==> src/rtl/lspc_pkg.sv <==
// Shared LSPC definitions: timer mode bit positions, register offsets and the
// control bundle passed from the timer register block to the counter.
package lspc_pkg;

  localparam int MODE_IRQ_EN      = 4;
  localparam int MODE_RELOAD_LO   = 5;
  localparam int MODE_RELOAD_VBL  = 6;
  localparam int MODE_RELOAD_ZERO = 7;

  localparam logic [2:0] LSPC_MODE  = 3'h3;
  localparam logic [2:0] TIMER_HI   = 3'h4;
  localparam logic [2:0] TIMER_LO   = 3'h5;
  localparam logic [2:0] TIMER_STOP = 3'h7;

  // Field order matches DIN[7:4] so a mode write is a straight cast.
  typedef struct packed {
    logic reload_zero;
    logic reload_vbl;
    logic reload_on_lo;
    logic irq_en;
  } timer_mode_t;

  // Effective (this-edge) controls seen by the counter.
  typedef struct packed {
    logic irq_en;
    logic reload_vbl;
    logic reload_zero;
    logic stop_en;
    logic load_now;
  } timer_ctrl_t;

endpackage

==> src/rtl/lspc_timer_regs.sv <==
// Timer reload/mode/stop registers. Outputs are the post-write values so a
// write and a counter event on the same edge see the new settings.
module lspc_timer_regs
  import lspc_pkg::*;
#(
  parameter int CNT_W = 32
) (
  input  logic             CLK,
  input  logic             nRESET,
  input  logic             WR_MODE,
  input  logic             WR_TIMER_HI,
  input  logic             WR_TIMER_LO,
  input  logic             WR_TIMER_STOP,
  input  logic [15:0]      DIN,
  output logic [CNT_W-1:0] reload_nxt,
  output timer_ctrl_t      ctrl
);
  localparam int HI_W = CNT_W - 16;

  logic [HI_W-1:0] reload_hi;
  logic [15:0]     reload_lo;
  timer_mode_t     mode, mode_nxt;
  logic            stop_en, stop_nxt;

  always_comb begin
    reload_nxt = {(WR_TIMER_HI ? DIN[HI_W-1:0] : reload_hi),
                  (WR_TIMER_LO ? DIN : reload_lo)};
    mode_nxt   = WR_MODE ? timer_mode_t'(DIN[MODE_RELOAD_ZERO:MODE_IRQ_EN]) : mode;
    stop_nxt   = WR_TIMER_STOP ? DIN[0] : stop_en;

    ctrl             = '0;
    ctrl.irq_en      = mode_nxt.irq_en;
    ctrl.reload_vbl  = mode_nxt.reload_vbl;
    ctrl.reload_zero = mode_nxt.reload_zero;
    ctrl.stop_en     = stop_nxt;
    ctrl.load_now    = WR_TIMER_LO & mode_nxt.reload_on_lo;
  end

  always_ff @(posedge CLK or negedge nRESET) begin
    if (!nRESET) begin
      reload_hi <= '0;
      reload_lo <= '0;
      mode      <= '0;
      stop_en   <= 1'b0;
    end else begin
      reload_hi <= reload_nxt[CNT_W-1:16];
      reload_lo <= reload_nxt[15:0];
      mode      <= mode_nxt;
      stop_en   <= stop_nxt;
    end
  end

endmodule

==> src/rtl/lspc_timer_sync.sv <==
// LSPC raster timer: pixel-enabled down-counter with reload priority mux and
// a registered one-CLK IRQ pulse on the zero event.
module lspc_timer_sync
  import lspc_pkg::*;
#(
  parameter int CNT_W = 32
) (
  input  logic             CLK,
  input  logic             nRESET,
  input  logic             CLK_EN,
  input  logic             WR_MODE,
  input  logic             WR_TIMER_HI,
  input  logic             WR_TIMER_LO,
  input  logic             WR_TIMER_STOP,
  input  logic [15:0]      DIN,
  input  logic             VBL_START,
  input  logic             PAL_BORDER,
  output logic             TIMER_IRQ,
  output logic [CNT_W-1:0] TIMER_CNT
);
  logic [CNT_W-1:0] reload_nxt;
  timer_ctrl_t      ctrl;
  logic [CNT_W-1:0] cnt, cnt_nxt;
  logic             zero_evt;

  lspc_timer_regs #(.CNT_W(CNT_W)) u_regs (
    .CLK           (CLK),
    .nRESET        (nRESET),
    .WR_MODE       (WR_MODE),
    .WR_TIMER_HI   (WR_TIMER_HI),
    .WR_TIMER_LO   (WR_TIMER_LO),
    .WR_TIMER_STOP (WR_TIMER_STOP),
    .DIN           (DIN),
    .reload_nxt    (reload_nxt),
    .ctrl          (ctrl)
  );

  // LO-write reload bypasses CLK_EN; everything else waits for a pixel edge.
  always_comb begin
    cnt_nxt  = cnt;
    zero_evt = 1'b0;
    if (ctrl.load_now) begin
      cnt_nxt = reload_nxt;
    end else if (CLK_EN) begin
      if (VBL_START && ctrl.reload_vbl) begin
        cnt_nxt = reload_nxt;
      end else if (ctrl.stop_en && PAL_BORDER) begin
        cnt_nxt = cnt;
      end else if (cnt == '0) begin
        zero_evt = 1'b1;
        cnt_nxt  = ctrl.reload_zero ? reload_nxt : {CNT_W{1'b1}};
      end else begin
        cnt_nxt = cnt - 1'b1;
      end
    end
  end

  always_ff @(posedge CLK or negedge nRESET) begin
    if (!nRESET) begin
      cnt       <= '0;
      TIMER_IRQ <= 1'b0;
    end else begin
      cnt       <= cnt_nxt;
      TIMER_IRQ <= zero_evt & ctrl.irq_en;
    end
  end

  assign TIMER_CNT = cnt;

endmodule

==> config.mk <==
export PLATFORM = sky130hd
export DESIGN_NAME = lspc_timer_sync
export DESIGN_NICKNAME = d
export VERILOG_FILES = /design/src/rtl/lspc_pkg.sv /design/src/rtl/lspc_timer_regs.sv /design/src/rtl/lspc_timer_sync.sv
export SDC_FILE = /design/constraint.sdc
export NUM_CORES = 1
export LEC_CHECK = 0
export ABC_CLOCK_PERIOD_IN_PS = 7400
export BUFFER_PORTS_ARGS = -buffer_cell sky130_fd_sc_hd__buf_2
export CORE_MARGIN = 3
export CORE_UTILIZATION = 61
export CTS_CLUSTER_DIAMETER = 50
export DETAILED_ROUTE_END_ITERATION = 16
export GPL_ROUTABILITY_DRIVEN = 0
export GPL_TIMING_DRIVEN = 0
export PLACE_DENSITY_LB_ADDON = 0.2
export SLEW_MARGIN = 20
export SYNTH_ARGS = -nofsm -noshare
export SYNTH_HDL_FRONTEND = slang
export SYNTH_SLANG_ARGS = --single-unit
export TNS_END_PERCENT = 1
==> constraint.sdc <==
create_clock -name CLK -period 7.4 [get_ports CLK]
set_clock_uncertainty 0.2 [all_clocks]
set_input_delay 0.74 -clock CLK [delete_from_list [all_inputs] [get_ports CLK]]
set_output_delay 0.74 -clock CLK [all_outputs]
set_load 0.05 [all_outputs]
==> metrics <==
highest attainable clock frequency=between 0.3 and 0.4 GHz; detailed placer's ending HPWL=between 6 and 7 mm; standby leakage power=~1.7 nW; global routing usage summed across all routing layers=just under 30%; number of enable flip-flop cells after synthesis=0; antenna violations before repair=0; # diodes=0; commonest non-fill, non-tap cells in the layout=70 x sky130_fd_sc_hd__dfrtp_1, 57 x sky130_fd_sc_hd__buf_2, 54 x sky130_fd_sc_hd__nor2_1, 37 x sky130_fd_sc_hd__mux2_2, 24 x sky130_fd_sc_hd__nor3_1; wire length of the first global-routing pass=14.7 mm; clock latency of the later-clocked register in the worst-skew pair=approximately 0.36 ns; number of nets at the end of the flow=~440; worst supply voltage drop on vdd=between 0.2 and 0.25 mV; share of the core filled with cells in the final layout=74.3%; proportion of synthesized area in mux cells=a little under an eighth; Worst Reg-to-Reg Cells=9; Synth Area in XOR/XNOR=0%; DRC violations left=0; antenna viol nets, final=0; worst path arrival time=3.25 ns; main combinational cell family by area after synthesis=simple AND/OR/NAND/NOR gates; number of search-and-repair iterations in the first detailed-routing pass=5; post-CTS setup buffer count=0; die height=about 80 microns; num ports=58; initial core utilization=between 60% and 70%; syn avg cell area=10.1 sq um; Via density=around 6.5; H-tree levels=3; sequential area share after synthesis=between 40 and 50%; Synth Cell Area=between 0.003 and 0.004 sq mm; via count of the first global-routing pass=just under 3000; Sink Count=70; number of cell rows=27; die area=between 0.006 and 0.007 sq mm; setup TNS=0 ns; number of input and output port buffers inserted=55; clock tree from TritonCTS=yes; post-route non-filler standard cell count=491; endpoint kind of the worst setup timing path=flop; startpoint kind of the worst setup timing path=flop; minimum clock period after layout=3.18 ns; type of the worst setup path=reg2reg; post-synthesis share of cell area spent on full adders, half adders and majority gates=less than 1%; Pwr Density=340 mW/mm^2; number of hold buffers added after cts=0; path category of the worst min-delay check=in2async; Required @ worst endpoint=7.46 ns; Top FF cell, synth=sky130_fd_sc_hd__dfrtp_1; remaining global-route overflow=0; number of cells upsized or downsized after cts=0; fraction of the mapped netlist area in simple logic gates=a little over a fifth; post-DR wirelength/cell=18.9 microns; max-cap viol count=0; Max Transition Viols Final=0; fraction of registers with async set or reset after synthesis=between 90% and 100%; setup violation total in the final timing report=0; Detailed Route WL=around 9.3 mm; portion of the clock cycle consumed by the worst path in the final layout=a little over two fifths; distinct cell type count of the synthesized netlist=47; complex-gate fraction of the synthesized area=between 10% and 20%; maximum count of clock buffers along a single path=2; transition time of the tightest slew-check pin=approximately 0.76 ns; number of instances in the synthesized netlist=~350; via count=3210; Max-slew headroom=approximately half; layout cells sized above 1=between 20% and 30%; Total Power Consumption=about 1.4 mW; clock slew at the register clock pins of the worst setup and hold paths=roughly 0.08 ns; die boundary width=around 80 microns; largest net degree at the start of global routing=44; Final Hold Vio Count=0; placed cells=around 480; number of warnings issued by yosys=0; nets in the synthesized netlist=375; layout-stage area growth over the synthesis result=17.0%; Iteration-0 DRC Markers=between 400 and 500; cell at the root of the clock tree=sky130_fd_sc_hd__clkbuf_8; unrepaired setup endpoints after global routing=no; Worst Setup Slack, final=about 4.2 ns; summed area of non-filler cells in the final layout=between 0.004 and 0.005 sq mm; leading cell type in the layout, fill and taps excluded=sky130_fd_sc_hd__dfrtp_1; flops & latches, synth=70; post-placement cell area=just under 0.004 sq mm; post-route worst hold slack=about 0.097 ns; core footprint=roughly 0.0055 sq mm; outcome=finished, final reports clean; largest fanout of any net on the critical path=8; Setup WS pre-CTS=approximately 4.3 ns; number of buffers created by CTS=9
==> worst max-delay path: stages, from the launching register on <==
cell and delay [ns]:
sky130_fd_sc_hd__dfrtp_1 0.43, sky130_fd_sc_hd__inv_1 0.14, sky130_fd_sc_hd__ha_1 0.21, sky130_fd_sc_hd__nor3b_1 0.63
sky130_fd_sc_hd__and4_1 0.29, sky130_fd_sc_hd__clkbuf_1 0.23, sky130_fd_sc_hd__nand3_1 0.29, sky130_fd_sc_hd__o31ai_1 0.32
sky130_fd_sc_hd__a21oi_1 0.11, sky130_fd_sc_hd__a311oi_1 0.25
==> cell type report <==
| cell class | instances | area, sq um |
|---|---|---|
| clock inverter | 6 | 87.6 |
| fill | 421 | 1420 |
| inverter | 3 | 11.3 |
| clock buffer | 9 | 124 |
| tap | 72 | 90.1 |
| sequential | 70 | 1750 |
| multi-input combinational | 259 | 1690 |
| timing repair buffer | 56 | 298 |
| buffer | 16 | 67.6 |
==> registers in the layout, indices dropped and copies added (netlist names) <==
name	flops
u_regs.reload_hi	16
u_regs.reload_lo	16
TIMER_IRQ	1
u_regs.stop_en	1
u_regs.mode	4
TIMER_CNT	32
==> Yosys cell counts (all sizes together) (4+ instances only) <==
cell type	instances	area, sq um
a211oi	7	52.6
a21oi	21	109
a311oi	8	70.1
and3	5	31.3
buf	4	22.5
clkbuf	12	45.0
dfrtp	70	1750
mux2	37	417
nand2	16	60.1
nand3	8	40.0
nand4	4	25.0
nor2	54	203
nor3	24	120
nor4	10	90.1
o21ai	14	70.1
o22ai	7	43.8
or3	7	43.8
or4	6	48.8
==> power breakdown <==
part | internal [mW] | switching [mW] | leakage [nW] | total, mW
logic | 0.140 | 0.358 | 0.785 | 0.498
registers | 0.459 | 0.108 | 0.808 | 0.567
clock network | 0.187 | 0.147 | 0.0973 | 0.334
==> per-layer routing <==
metal / wire length, microns / share of wire, % / track usage [%]
met2: 4210 / 45 / 44.8
met5: 0 / 0 / 0
met4: 267 / 2.9 / 12.0
met1: 3700 / 40 / 41.1
met3: 1080 / 12 / 7.46
==> kinds of logic (layout without fill, tap and decap cells) <==
group / count (synthesis) / after routing
AO/OA/AOI/OAI: 75 / 75
adder cells (fa/ha/maj): 2 / 2
buffers and inverters: 19 / 90
flip-flops: 70 / 70
multiplexers: 37 / 37
AND/OR/NAND/NOR: 145 / 145
==> path summary, 6_finish.rpt <==
kind / from / end / slack (ns)
setup / recovery: TIMER_CNT[0]$_DFFE_PN0P_ / TIMER_CNT[30]$_DFFE_PN0P_ / 4.22
hold / removal: nRESET / TIMER_CNT[8]$_DFFE_PN0P_ / 0.1
setup reg to reg: TIMER_CNT[0]$_DFFE_PN0P_ / TIMER_CNT[30]$_DFFE_PN0P_ / 4.22
min in group CLK: u_regs.reload_hi[9]$_DFF_PN0_ / u_regs.reload_hi[9]$_DFF_PN0_ / 0.30
hold reg to reg: u_regs.reload_hi[9]$_DFF_PN0_ / u_regs.reload_hi[9]$_DFF_PN0_ / 0.30
max in group asynchronous: nRESET / TIMER_CNT[17]$_DFFE_PN0P_ / 6.36
No activity file was read; power rests on OpenSTA's default activity.
